===== src/rtl/ulpi_pkg.sv =====
// Shared definitions for the ULPI PHY responder: TX CMD opcodes, FSM states,
// register map layout and RX CMD byte packing.
package ulpi_pkg;

  typedef enum logic [1:0] {
    CMD_NOOP     = 2'b00,
    CMD_TRANSMIT = 2'b01,
    CMD_REGW     = 2'b10,
    CMD_REGR     = 2'b11
  } ulpi_cmd_e;

  typedef enum logic [3:0] {
    ST_IDLE,
    ST_W_ACK, ST_W_DATA, ST_W_STP,
    ST_R_ACK, ST_R_T1, ST_R_DATA, ST_R_T2,
    ST_T_ACK, ST_T_DATA,
    ST_RX_T1, ST_RX_CMD, ST_RX_T2
  } ulpi_state_e;

  localparam logic [5:0] ADDR_VID_LO = 6'h00;
  localparam logic [5:0] ADDR_VID_HI = 6'h01;
  localparam logic [5:0] ADDR_PID_LO = 6'h02;
  localparam logic [5:0] ADDR_PID_HI = 6'h03;

  // Each writable register owns base (write), base+1 (set), base+2 (clear).
  localparam int NUM_GRP  = 6;
  localparam int GRP_FUNC = 0;
  localparam logic [NUM_GRP-1:0][5:0] GRP_BASE = {6'h16, 6'h10, 6'h0D, 6'h0A, 6'h07, 6'h04};
  localparam logic [NUM_GRP-1:0][7:0] GRP_DFLT = {8'h00, 8'h1F, 8'h1F, 8'h06, 8'h00, 8'h41};
  localparam logic [7:0] FC_RESET_MASK = 8'h20;

  localparam int RXCMD_LS_LSB = 0;
  localparam int RXCMD_LS_W   = 2;

  function automatic logic [7:0] rx_cmd_byte(input logic [1:0] ls);
    rx_cmd_byte = '0;
    rx_cmd_byte[RXCMD_LS_LSB +: RXCMD_LS_W] = ls;
  endfunction

endpackage


===== src/rtl/ulpi_phy_regfile.sv =====
// PHY register file: read-only ID bytes, set/clear register groups and the
// self-clearing Function Control reset bit. One write port, one comb read port.
module ulpi_phy_regfile
  import ulpi_pkg::*;
#(
  parameter logic [15:0] VENDOR_ID  = 16'h0424,
  parameter logic [15:0] PRODUCT_ID = 16'h0006
) (
  input  logic       clk_ext,
  input  logic       rst,
  input  logic       we,
  input  logic [5:0] waddr,
  input  logic [7:0] wdata,
  input  logic [5:0] raddr,
  output logic [7:0] rdata,
  output logic [7:0] func_ctrl
);

  logic [NUM_GRP-1:0][7:0] regs;
  logic [NUM_GRP-1:0]      whit, rhit;
  logic [NUM_GRP-1:0][1:0] wsel;

  always_comb begin
    for (int g = 0; g < NUM_GRP; g++) begin
      whit[g] = (waddr >= GRP_BASE[g]) && (waddr <= GRP_BASE[g] + 6'd2);
      rhit[g] = (raddr >= GRP_BASE[g]) && (raddr <= GRP_BASE[g] + 6'd2);
      wsel[g] = 2'(waddr - GRP_BASE[g]);
    end
  end

  always_ff @(posedge clk_ext) begin
    if (rst) begin
      regs <= GRP_DFLT;
    end else begin
      for (int g = 0; g < NUM_GRP; g++) begin
        if (we && whit[g]) begin
          case (wsel[g])
            2'd0:    regs[g] <= wdata;
            2'd1:    regs[g] <= regs[g] | wdata;
            default: regs[g] <= regs[g] & ~wdata;
          endcase
        end else if (g == GRP_FUNC) begin
          // PHY reset bit acts as a pulse: drop it on the cycle after it lands.
          regs[g] <= regs[g] & ~FC_RESET_MASK;
        end
      end
    end
  end

  always_comb begin
    rdata = 8'h00;
    for (int g = 0; g < NUM_GRP; g++)
      if (rhit[g]) rdata = regs[g];
    case (raddr)
      ADDR_VID_LO: rdata = VENDOR_ID[7:0];
      ADDR_VID_HI: rdata = VENDOR_ID[15:8];
      ADDR_PID_LO: rdata = PRODUCT_ID[7:0];
      ADDR_PID_HI: rdata = PRODUCT_ID[15:8];
      default: ;
    endcase
  end

  assign func_ctrl = regs[GRP_FUNC];

endmodule


===== src/rtl/ulpi_phy_responder.sv =====
// PHY side of the ULPI bus: decodes link TX CMDs, serves register access,
// sinks transmit payloads and reports line state changes as RX CMDs.
module ulpi_phy_responder
  import ulpi_pkg::*;
#(
  parameter logic [15:0] VENDOR_ID  = 16'h0424,
  parameter logic [15:0] PRODUCT_ID = 16'h0006
) (
  input  logic       clk_ext,
  input  logic       rst,
  input  logic [7:0] ULPI_DATA_IN,
  output logic [7:0] ULPI_DATA_OUT,
  output logic       ULPI_DATA_OE,
  output logic       DIR,
  output logic       NXT,
  input  logic       STP,
  input  logic [1:0] LINESTATE,
  output logic [7:0] TX_DATA,
  output logic       TX_VALID,
  output logic       TX_LAST,
  output logic [7:0] FUNC_CTRL
);

  ulpi_state_e state, state_n;
  logic [5:0]  addr;
  logic [7:0]  wdata, rdata;
  logic [1:0]  last_ls;
  logic        we;

  always_comb begin
    state_n = state;
    case (state)
      ST_IDLE: begin
        // PHY owns the bus first: a line change beats any link command.
        if (LINESTATE != last_ls) state_n = ST_RX_T1;
        else begin
          case (ulpi_cmd_e'(ULPI_DATA_IN[7:6]))
            CMD_TRANSMIT: state_n = ST_T_ACK;
            CMD_REGW:     state_n = ST_W_ACK;
            CMD_REGR:     state_n = ST_R_ACK;
            default:      state_n = ST_IDLE;
          endcase
        end
      end
      ST_W_ACK:  state_n = STP ? ST_IDLE : ST_W_DATA;
      ST_W_DATA: state_n = ST_W_STP;
      ST_W_STP:  state_n = STP ? ST_IDLE : ST_W_STP;
      ST_R_ACK:  state_n = STP ? ST_IDLE : ST_R_T1;
      ST_R_T1:   state_n = ST_R_DATA;
      ST_R_DATA: state_n = ST_R_T2;
      ST_T_ACK:  state_n = STP ? ST_IDLE : ST_T_DATA;
      ST_T_DATA: state_n = STP ? ST_IDLE : ST_T_DATA;
      ST_RX_T1:  state_n = ST_RX_CMD;
      ST_RX_CMD: state_n = ST_RX_T2;
      default:   state_n = ST_IDLE;
    endcase
  end

  assign we = (state == ST_W_STP) && STP && !rst;

  always_ff @(posedge clk_ext) begin
    if (rst) begin
      state         <= ST_IDLE;
      DIR           <= 1'b0;
      NXT           <= 1'b0;
      ULPI_DATA_OE  <= 1'b0;
      ULPI_DATA_OUT <= 8'h00;
      TX_DATA       <= 8'h00;
      TX_VALID      <= 1'b0;
      TX_LAST       <= 1'b0;
      last_ls       <= LINESTATE;
      addr          <= 6'h00;
      wdata         <= 8'h00;
    end else begin
      state        <= state_n;
      NXT          <= state_n inside {ST_W_ACK, ST_W_DATA, ST_R_ACK, ST_T_ACK, ST_T_DATA};
      DIR          <= state_n inside {ST_R_T1, ST_R_DATA, ST_R_T2, ST_RX_T1, ST_RX_CMD, ST_RX_T2};
      ULPI_DATA_OE <= state_n inside {ST_R_DATA, ST_RX_CMD};
      if (state_n == ST_R_DATA)       ULPI_DATA_OUT <= rdata;
      else if (state_n == ST_RX_CMD)  ULPI_DATA_OUT <= rx_cmd_byte(LINESTATE);
      else                            ULPI_DATA_OUT <= 8'h00;
      if (state_n == ST_RX_CMD) last_ls <= LINESTATE;
      if (state == ST_IDLE && state_n inside {ST_W_ACK, ST_R_ACK, ST_T_ACK})
        addr <= ULPI_DATA_IN[5:0];
      if (state == ST_W_DATA) wdata <= ULPI_DATA_IN;
      TX_VALID <= (state == ST_T_DATA) && !STP;
      if ((state == ST_T_DATA) && !STP) TX_DATA <= ULPI_DATA_IN;
      TX_LAST  <= (state inside {ST_T_ACK, ST_T_DATA}) && STP;
    end
  end

  ulpi_phy_regfile #(
    .VENDOR_ID (VENDOR_ID),
    .PRODUCT_ID(PRODUCT_ID)
  ) u_regfile (
    .clk_ext  (clk_ext),
    .rst      (rst),
    .we       (we),
    .waddr    (addr),
    .wdata    (wdata),
    .raddr    (addr),
    .rdata    (rdata),
    .func_ctrl(FUNC_CTRL)
  );

endmodule


===== config.mk =====
export PLATFORM = sky130hd
export DESIGN_NAME = ulpi_phy_responder
export DESIGN_NICKNAME = d
export VERILOG_FILES = /design/src/rtl/ulpi_pkg.sv /design/src/rtl/ulpi_phy_regfile.sv /design/src/rtl/ulpi_phy_responder.sv
export SDC_FILE = /design/constraint.sdc
export NUM_CORES = 1
export LEC_CHECK = 0
export BUFFER_PORTS_ARGS = -buffer_cell sky130_fd_sc_hd__buf_4
export CORE_UTILIZATION = 30
export DETAILED_ROUTE_END_ITERATION = 7
export GPL_TIMING_DRIVEN = 0
export PLACE_DENSITY = 0.43
export SYNTH_ARGS = -nofsm -noshare
export SYNTH_HDL_FRONTEND = slang
export SYNTH_SLANG_ARGS = --single-unit

===== constraint.sdc =====
create_clock -name clk_ext -period 2.59 [get_ports clk_ext]
set_input_delay 0.3885 -clock clk_ext [delete_from_list [all_inputs] [get_ports clk_ext]]
set_output_delay 0.3885 -clock clk_ext [all_outputs]
set_load 0.03 [all_outputs]

==> results of run 1 <==
-- power breakdown --
part	internal, uW	switching (uW)
Combinational	451	851
Sequential	1490	130
Clock	1040	558
-- Yosys cell counts (3+ instances only) --
library cell	n
dfxtp_1	87
a21oi_1	59
nor2_1	47
clkbuf_1	36
nand2_1	30
a2111oi_0	19
o21ai_0	19
nand2b_1	17
mux2i_1	15
a211oi_1	13
nand3_1	12
a22oi_1	9
nor3_1	9
o21bai_1	9
buf_4	8
inv_1	8
nor2b_1	8
o2bb2ai_1	8
a221o_1	7
ha_1	7
o211ai_1	6
nand3b_1	5
a222oi_1	4
or4_1	4
and2_1	3
and3_1	3
buf_2	3
o22ai_1	3
o311a_1	3
o311ai_0	3
or2_2	3
xor2_1	3
-- per-stage QoR --
stage / utilization / TNS (ps)
global placement: 0.3428 / -12530
finish: 0.3782 / 0
detailed placement: 0.3428 / -12510
CTS: 0.3723 / 0
global route: 0.3782 / -31.15
floorplan: - / 0
-- placed cells by master, fill, tap and decap left out, drive strengths merged, types with 4 or more instances in the layout --
cell / synthesis / final
bufinv: 0 / 4
nand3b: 5 / 5
ha: 7 / 7
nand2: 30 / 30
nand2b: 17 / 17
nor2: 48 / 48
a21oi: 59 / 59
a221o: 7 / 7
mux2i: 15 / 15
nor2b: 8 / 8
clkbuf: 37 / 42
o211ai: 6 / 6
nand3: 12 / 12
a222oi: 4 / 4
nor3: 9 / 9
o21ai: 19 / 19
inv: 8 / 8
a211oi: 13 / 13
a2111oi: 19 / 19
or4: 4 / 4
buf: 14 / 58
a22oi: 9 / 9
dfxtp: 87 / 87
o2bb2ai: 8 / 8
o21bai: 9 / 9
-- repair_timing --
item                       in CTS  in global routing
pin swaps                       1                  2
gates resized for setup        19                 29
setup endpoints to repair      47                 46
buffers inserted                1                  2
-- worst register-to-register path, cell delays in order, from the launching register on --
cell       delay (ps)
dfxtp_4           400
inv_1             180
ha_1              270
o21ai_1           140
a2bb2oi_2         190
o311ai_0          550
a31oi_1           190
a21oi_1           320
o22ai_1           140
-- final timing paths --
check                             startpoint                               to  cells after the start
max                     addr[1]$_SDFFE_PP0P_      ULPI_DATA_OUT[0]$_SDFF_PP0_                      8
min                             LINESTATE[0]             last_ls[0]$_DFFE_PP_                      1
max reg2reg             addr[1]$_SDFFE_PP0P_      ULPI_DATA_OUT[0]$_SDFF_PP0_                      8
min reg2reg  u_regfile.regs[26]$_SDFFE_PP1P_  u_regfile.regs[26]$_SDFFE_PP1P_                      1
-- layout make-up --
type                            count  area share
Clock inverter                      6     0.02376
Sequential cell                    89      0.3299
Inverter                            8    0.005483
Clock buffer                       10     0.04181
Multi-Input combinational cell    364      0.4521
Buffer                             46     0.04455
Tap cell                          184     0.04204
Timing Repair Buffer               44     0.06032
-- routing by layer --
layer | global-route usage | part of all wire | vias up
li1 | - | - | 2011
met1 | 0.3171 | 0.49 | 2040
met2 | 0.3181 | 0.44 | 141
met3 | 0.03413 | 0.056 | 18
met4 | 0.08208 | 0.019 | 0
met5 | 0 | 0 | -
-- sequential cells by signal (all words and copies together), names as in the netlist, 2 cells and up --
register             flops
wdata                    8
TX_DATA                  8
addr                     6
u_regfile.func_ctrl      8
u_regfile.regs          40
state                    4
ULPI_DATA_OUT            8
last_ls                  2
-- kinds of logic (layout without fill, tap and decap cells) --
family,count (synthesis),in the layout,share of synthesized area
AOI/OAI and AO/OA,181,181,0.2870
adders and majority gates,7,7,0.01979
DFF,89,89,0.4071
xor gates and xnor gates,5,5,0.009897
muxes,17,17,0.03901
and+or+nand+nor,154,154,0.1759
buffers and inverters,59,114,0.06135
==> key figures, run 1 <==
Layout
  • Design area: 5477 sq um
  • # diodes: 0
  • Fillers: 1534
  • Fraction of layout cells with a size suffix above 1: 0.1940
  • Final nets: 582
  • P&R area growth vs syn: 23.75%
  • Footprint of the multi-input gates: 2476 sq um
  • FF+latch area: 1807 sq um
  • Post-Layout Cell Count: 751

Worst setup path
  • Worst path slowest cell: o311ai_0
  • Critical path class: flop to flop
  • Critical Path End Type: flop
  • Crit-path max FO: 10
  • CP peak stage delay: 550 ps
  • CP Launch Type: flop
  • Cell family with most CP delay: compound AO/OA/AOI/OAI gates
  • Crit-path cells: inv_1 > ha_1 > o21ai_1 > a2bb2oi_2 > o311ai_0 > a31oi_1 > a21oi_1 > o22ai_1
  • R2R setup slack: 80 ps
  • Arrival time worst endpoint: 2750 ps
  • Worst path buffer plus inverter count: 1
  • Data required, critical path: 2820 ps

Global route
  • Number of global-route vias before repair: 3868
  • Total GRT Usage: 0.2175
  • Initial antenna violation count: 0
  • Largest net degree at the start of global routing: 15
  • Grt ovf: 0
  • First-pass GRT wire length: 23800 um

Synthesis
  • Yosys Warn Count: 0
  • Syn_nets: 532
  • Mapped Area: 4425 sq um
  • Synth area leaders: dfxtp_1 (39%), a21oi_1 (6.7%), nor2_1 (4.0%)
  • Mapped Cells: 512
  • Sequential share of the synthesized area: 0.4071
  • Register bit total from synthesis: 89
  • EDFF count, synth: 2
  • Syn avg cell area: 8.644 sq um
  • Count of distinct cell types in the synthesized netlist: 63
  • Async SR Flop Fraction: 0
  • Post-synth top area share: 0.3936
  • Predominant post-synthesis flop cell: dfxtp_1
  • Synth area leader: dfxtp_1

Placement
  • Post-DP HPWL: 11310 um
  • Final Wtd Congestion: 0.8599
  • Area after DPL: 4964 sq um
  • IO buf count: 41
  • Dpl ws: -517.9 ps
  • Placed Cells: 737

STA
  • Fin crit period: 2510 ps
  • Fin. Hold Viols: 0
  • Final setup viols: 0
  • Relative slew slack: 0.3624
  • Fmax: 398.4 MHz
  • Final worst setup slack: 79.73 ps
  • Final Cycle Share: 0.9692
  • Worst slew pin tran: 949.1 ps
  • Final Max Tran Viols: 0
  • Final hold slack: 243.3 ps
  • Clock Skew: 10.34 ps
  • RSZ-0062 raised after global routing: yes

Clock tree
  • Maximum clock path buffer count: 2
  • CTS Sinks: 89
  • Hold_buf cts: 0
  • Clock-pin slew on the worst setup and hold paths: 70 ps
  • CTS buffer count: 9
  • CTS tree: built
  • H-tree lvl count: 3
  • Clk_lat worst skew: 350 ps
  • Clk root buf: clkbuf_16

Power and ir drop
  • Pwr/cell area: 824.3 nW/um^2
  • Pleak: 0.001961 uW
  • Pwr Total: 4514 uW
  • Maximum vdd drop: 0.3047 mV

Drt
  • WL/cell: 20.58 um
  • Via density: 5.606
  • DRC Markers: 0
  • ANT nets after route: 0
  • Drt initial violations: 478
  • Final WL: 15450 um
  • TritonRoute pass-1 iters: 5
  • Routed vias: 4210

Floorplan
  • Initial Utilization: 0.3057
  • FP Rows: 44
  • Die extent in x: 123.5 um
  • Die outline height: 123.5 um
  • Core ar.: 14480 sq um
  • Die area: 15240 sq um
  • I/O Pins: 42

Run
  • Max Cap Viol: 0

Status
  • Run status: complete, no violations

Worst hold path
  • Worst hold path class: input pin to flop
No activity file was read; power rests on OpenSTA's default activity.
==> inputs of run 2 (changes only) <==
PLACE_DENSITY = 0.47   (was 0.43)
SYNTH_HIERARCHICAL = 1   (was unset)
==> key figures, run 2 <==
Synthesis
  • EDFF count, synth: 2 (unchanged)
  • Synth top cells by count: dfxtp_1 (87), a21oi_1 (69), a211oi_1 (36)
  • Sequential share of the synthesized area: 0.3768 (-0.03036)
  • Register bit total from synthesis: 89 (unchanged)
  • Async SR Flop Fraction: 0 (unchanged)
  • Mapped Cells: 532 (+3.9%)
  • Top-count cell post-synth: dfxtp_1
  • Mapped Area: 4782 sq um (+8.1%)
  • Count of distinct cell types in the synthesized netlist: 76 (+21%)
  • Predominant post-synthesis flop cell: dfxtp_1
  • Syn_nets: 552 (+3.8%)
  • Synth area leaders: dfxtp_1 (36%), a21oi_1 (7.2%), a211oi_1 (5.7%)
  • Yosys Warn Count: 6 (+6)
  • Syn avg cell area: 8.989 sq um (+4.0%)
  • Synth area leader: dfxtp_1
  • Post-synth top area share: 0.3642 (-0.02935)

Layout
  • # diodes: 0 (unchanged)
  • Most common cell after layout, fill and taps aside: dfxtp_1
  • Largest register by flop count: u_regfile/regs
  • Fraction of layout cells with a size suffix above 1: 0.1990 (+0.004976)
  • P&R area growth vs syn: 18.60%
  • Largest register FFs: 40 (unchanged)
  • Core Util, Final: 0.3690 (-0.009254)
  • Design area: 5672 sq um (+3.6%)
  • Most frequent cells in the layout: dfxtp_1 (85), a21oi_1 (69), buf_4 (51)
  • Final nets: 603 (+3.6%)
  • Fillers: 1602 (+4.4%)

Placement
  • IO buf count: 40 (-2.4%)
  • Dpl ws: -53.49 ps (+464.4 ps)
  • Post-DP HPWL: 10790 um (-4.6%)
  • Final Wtd Congestion: 0.8353 (-2.9%)
  • Area after DPL: 5346 sq um (+7.7%)

Clock tree
  • Clk_lat worst skew: 350 ps (about the same)
  • Maximum clock path buffer count: 2 (unchanged)
  • Clock-pin slew on the worst setup and hold paths: 60 ps (about the same)
  • CTS tree: built
  • CTS Sinks: 89 (unchanged)
  • H-tree lvl count: 3 (unchanged)
  • CTS buffer count: 9 (unchanged)
  • Clk root buf: clkbuf_16
  • Setup bufs post-CTS: 0 (-1)

Floorplan
  • FP Rows: 45 (+2.3%)
  • Die area: 16450 sq um (+7.9%)
  • I/O Pins: 42 (unchanged)
  • Die outline height: 128.3 um (+3.9%)
  • Die extent in x: 128.3 um (+3.9%)
  • Initial Utilization: 0.3111 (+0.005460)
  • Core ar.: 15370 sq um (+6.2%)

Drt
  • TritonRoute pass-1 iters: 4 (-1)
  • Final WL: 14550 um (-5.8%)
  • DRC Markers: 0 (unchanged)
  • Via density: 5.284 (-5.7%)
  • Routed vias: 4222 (+0.29%)
  • ANT nets after route: 0 (unchanged)
  • Drt initial violations: 289 (-40%)
  • WL/cell: 18.21 um (-11%)

Run
  • Max Cap Viol: 0 (unchanged)

STA
  • Clock Skew: 10.56 ps (+0.2175 ps)
  • Fin. Hold Viols: 0 (unchanged)
  • Fmax: 409.6 MHz (+2.8%)
  • Final Max Tran Viols: 0 (unchanged)
  • Relative slew slack: 0.5057 (+0.1433)
  • Final setup viols: 0 (unchanged)
  • Worst slew pin tran: 741.4 ps (-207.7 ps)
  • Final hold slack: 245.0 ps (+1.724 ps)
  • Setup TNS: 0 ps (unchanged)
  • Final Cycle Share: 0.9427 (-0.02655)
  • Fin crit period: 2442 ps (-68.77 ps)
  • Final worst setup slack: 148.5 ps (+68.77 ps)

Worst hold path
  • Worst hold path class: input pin to flop
  • Hold EP: last_ls[0]$_DFFE_PP_
  • Worst hold start: LINESTATE[0]
  • Hold Crit Depth: 1 (unchanged)

Worst setup path
  • R2R cell count: 8 (unchanged)
  • Crit-path max FO: 10 (unchanged)
  • Arrival time worst endpoint: 2630 ps (-120 ps)
  • CP Launch Type: flop
  • Critical Path End Type: flop
  • Data required, critical path: 2780 ps (-40 ps)
  • FF-to-FF End: u_regfile/regs[42]$_SDFFE_PP0P_
  • R2R setup slack: 150 ps (+70 ps)
  • Reg2reg start: state[1]$_SDFF_PP0_
  • Critical path class: flop to flop

Global route
  • Largest net degree at the start of global routing: 17 (+2)
  • Total GRT Usage: 0.1861 (-0.03143)
  • Grt ovf: 0 (unchanged)
  • Initial antenna violation count: 0 (unchanged)
  • Number of global-route vias before repair: 4092 (+5.8%)
  • First-pass GRT wire length: 23150 um (-2.7%)

Power and ir drop
  • Pleak: 0.002232 uW (+14%)
  • Pwr/cell area: 1030 nW/um^2 (+25%)
  • Maximum vdd drop: 0.4926 mV (+62%)

Status
  • Run status: complete, no violations
-- run 2: area by class of cell --
| cell class | count | area, sq um | share of cell area |
|---|---|---|---|
| Multi-Input combinational cell | 386 | 2686 | 0.4736 |
| Buffer | 48 | 272.8 | 0.04809 |
| Clock inverter | 5 | 77.57 | 0.01368 |
| Inverter | 9 | 33.78 | 0.005956 |
| Tap cell | 211 | 264.0 | 0.04655 |
| Timing Repair Buffer | 40 | 300.3 | 0.05295 |
| Clock buffer | 11 | 232.7 | 0.04103 |
| Sequential cell | 89 | 1804 | 0.3181 |
-- run 2: cell families after synthesis --
group,count (synthesis),share of synthesized area
AO/OA/AOI/OAI,190,0.2807
XOR/XNOR,19,0.03480
adder cells (fa/ha/maj),7,0.01831
buffers and inverters,57,0.06384
flip-flops,89,0.3768
multiplexers,20,0.04186
AND/OR/NAND/NOR,150,0.1837
-- run 2: critical path, cell delays in order, from the launching register on --
cell      delay, ps
dfxtp_1         450
buf_2           270
nand4b_1        120
nor2_1          160
nand3b_1        220
nor2_2          530
and2_1          200
buf_2           220
a211oi_1        110
-- run 2: power by group --
group / switching (uW) / internal, uW / total (uW)
clock: 558 / 846 / 1400
combinational: 1640 / 1010 / 2650
sequential: 271 / 1520 / 1790
-- run 2: how the worst max path moves through the flow --
stage	start	end	slack, ps	cells after the start
floorplan	state[2]$_SDFF_PP0_	u_regfile/regs[23]$_SDFFE_PP0P_	590	10
global placement	rst	u_regfile/func_ctrl[6]$_SDFFE_PP1P_	-60	9
detailed placement	rst	u_regfile/regs[22]$_SDFFE_PP0P_	-50	10
CTS	addr[3]$_SDFFE_PP0P_	ULPI_DATA_OUT[0]$_SDFF_PP0_	50	6
global route	state[1]$_SDFF_PP0_	u_regfile/regs[41]$_SDFFE_PP0P_	-1	8
finish	state[1]$_SDFF_PP0_	u_regfile/regs[42]$_SDFFE_PP0P_	150	8
-- run 2: layer usage --
metal / vias to the layer above / wire, um / global-route usage
met5: - / 0 / 0
met4: 0 / 237 / 0.07266
met1: 2047 / 7039 / 0.2508
li1: 2060 / - / -
met3: 14 / 655 / 0.04174
met2: 101 / 6617 / 0.2868
-- run 2: repair_timing --
| action | in CTS | in global routing |
|---|---|---|
| hold buffers | 0 | 0 |
| gates resized for setup | 0 | 6 |
| setup endpoints to repair | 0 | 16 |
-- run 2: metrics by stage --
stage	power, uW	std cells
after floorplan	3722	532
after global placement	4426	783
after detailed placement	4430	783
after CTS	5856	799
after global routing	6217	799
final	5845	799
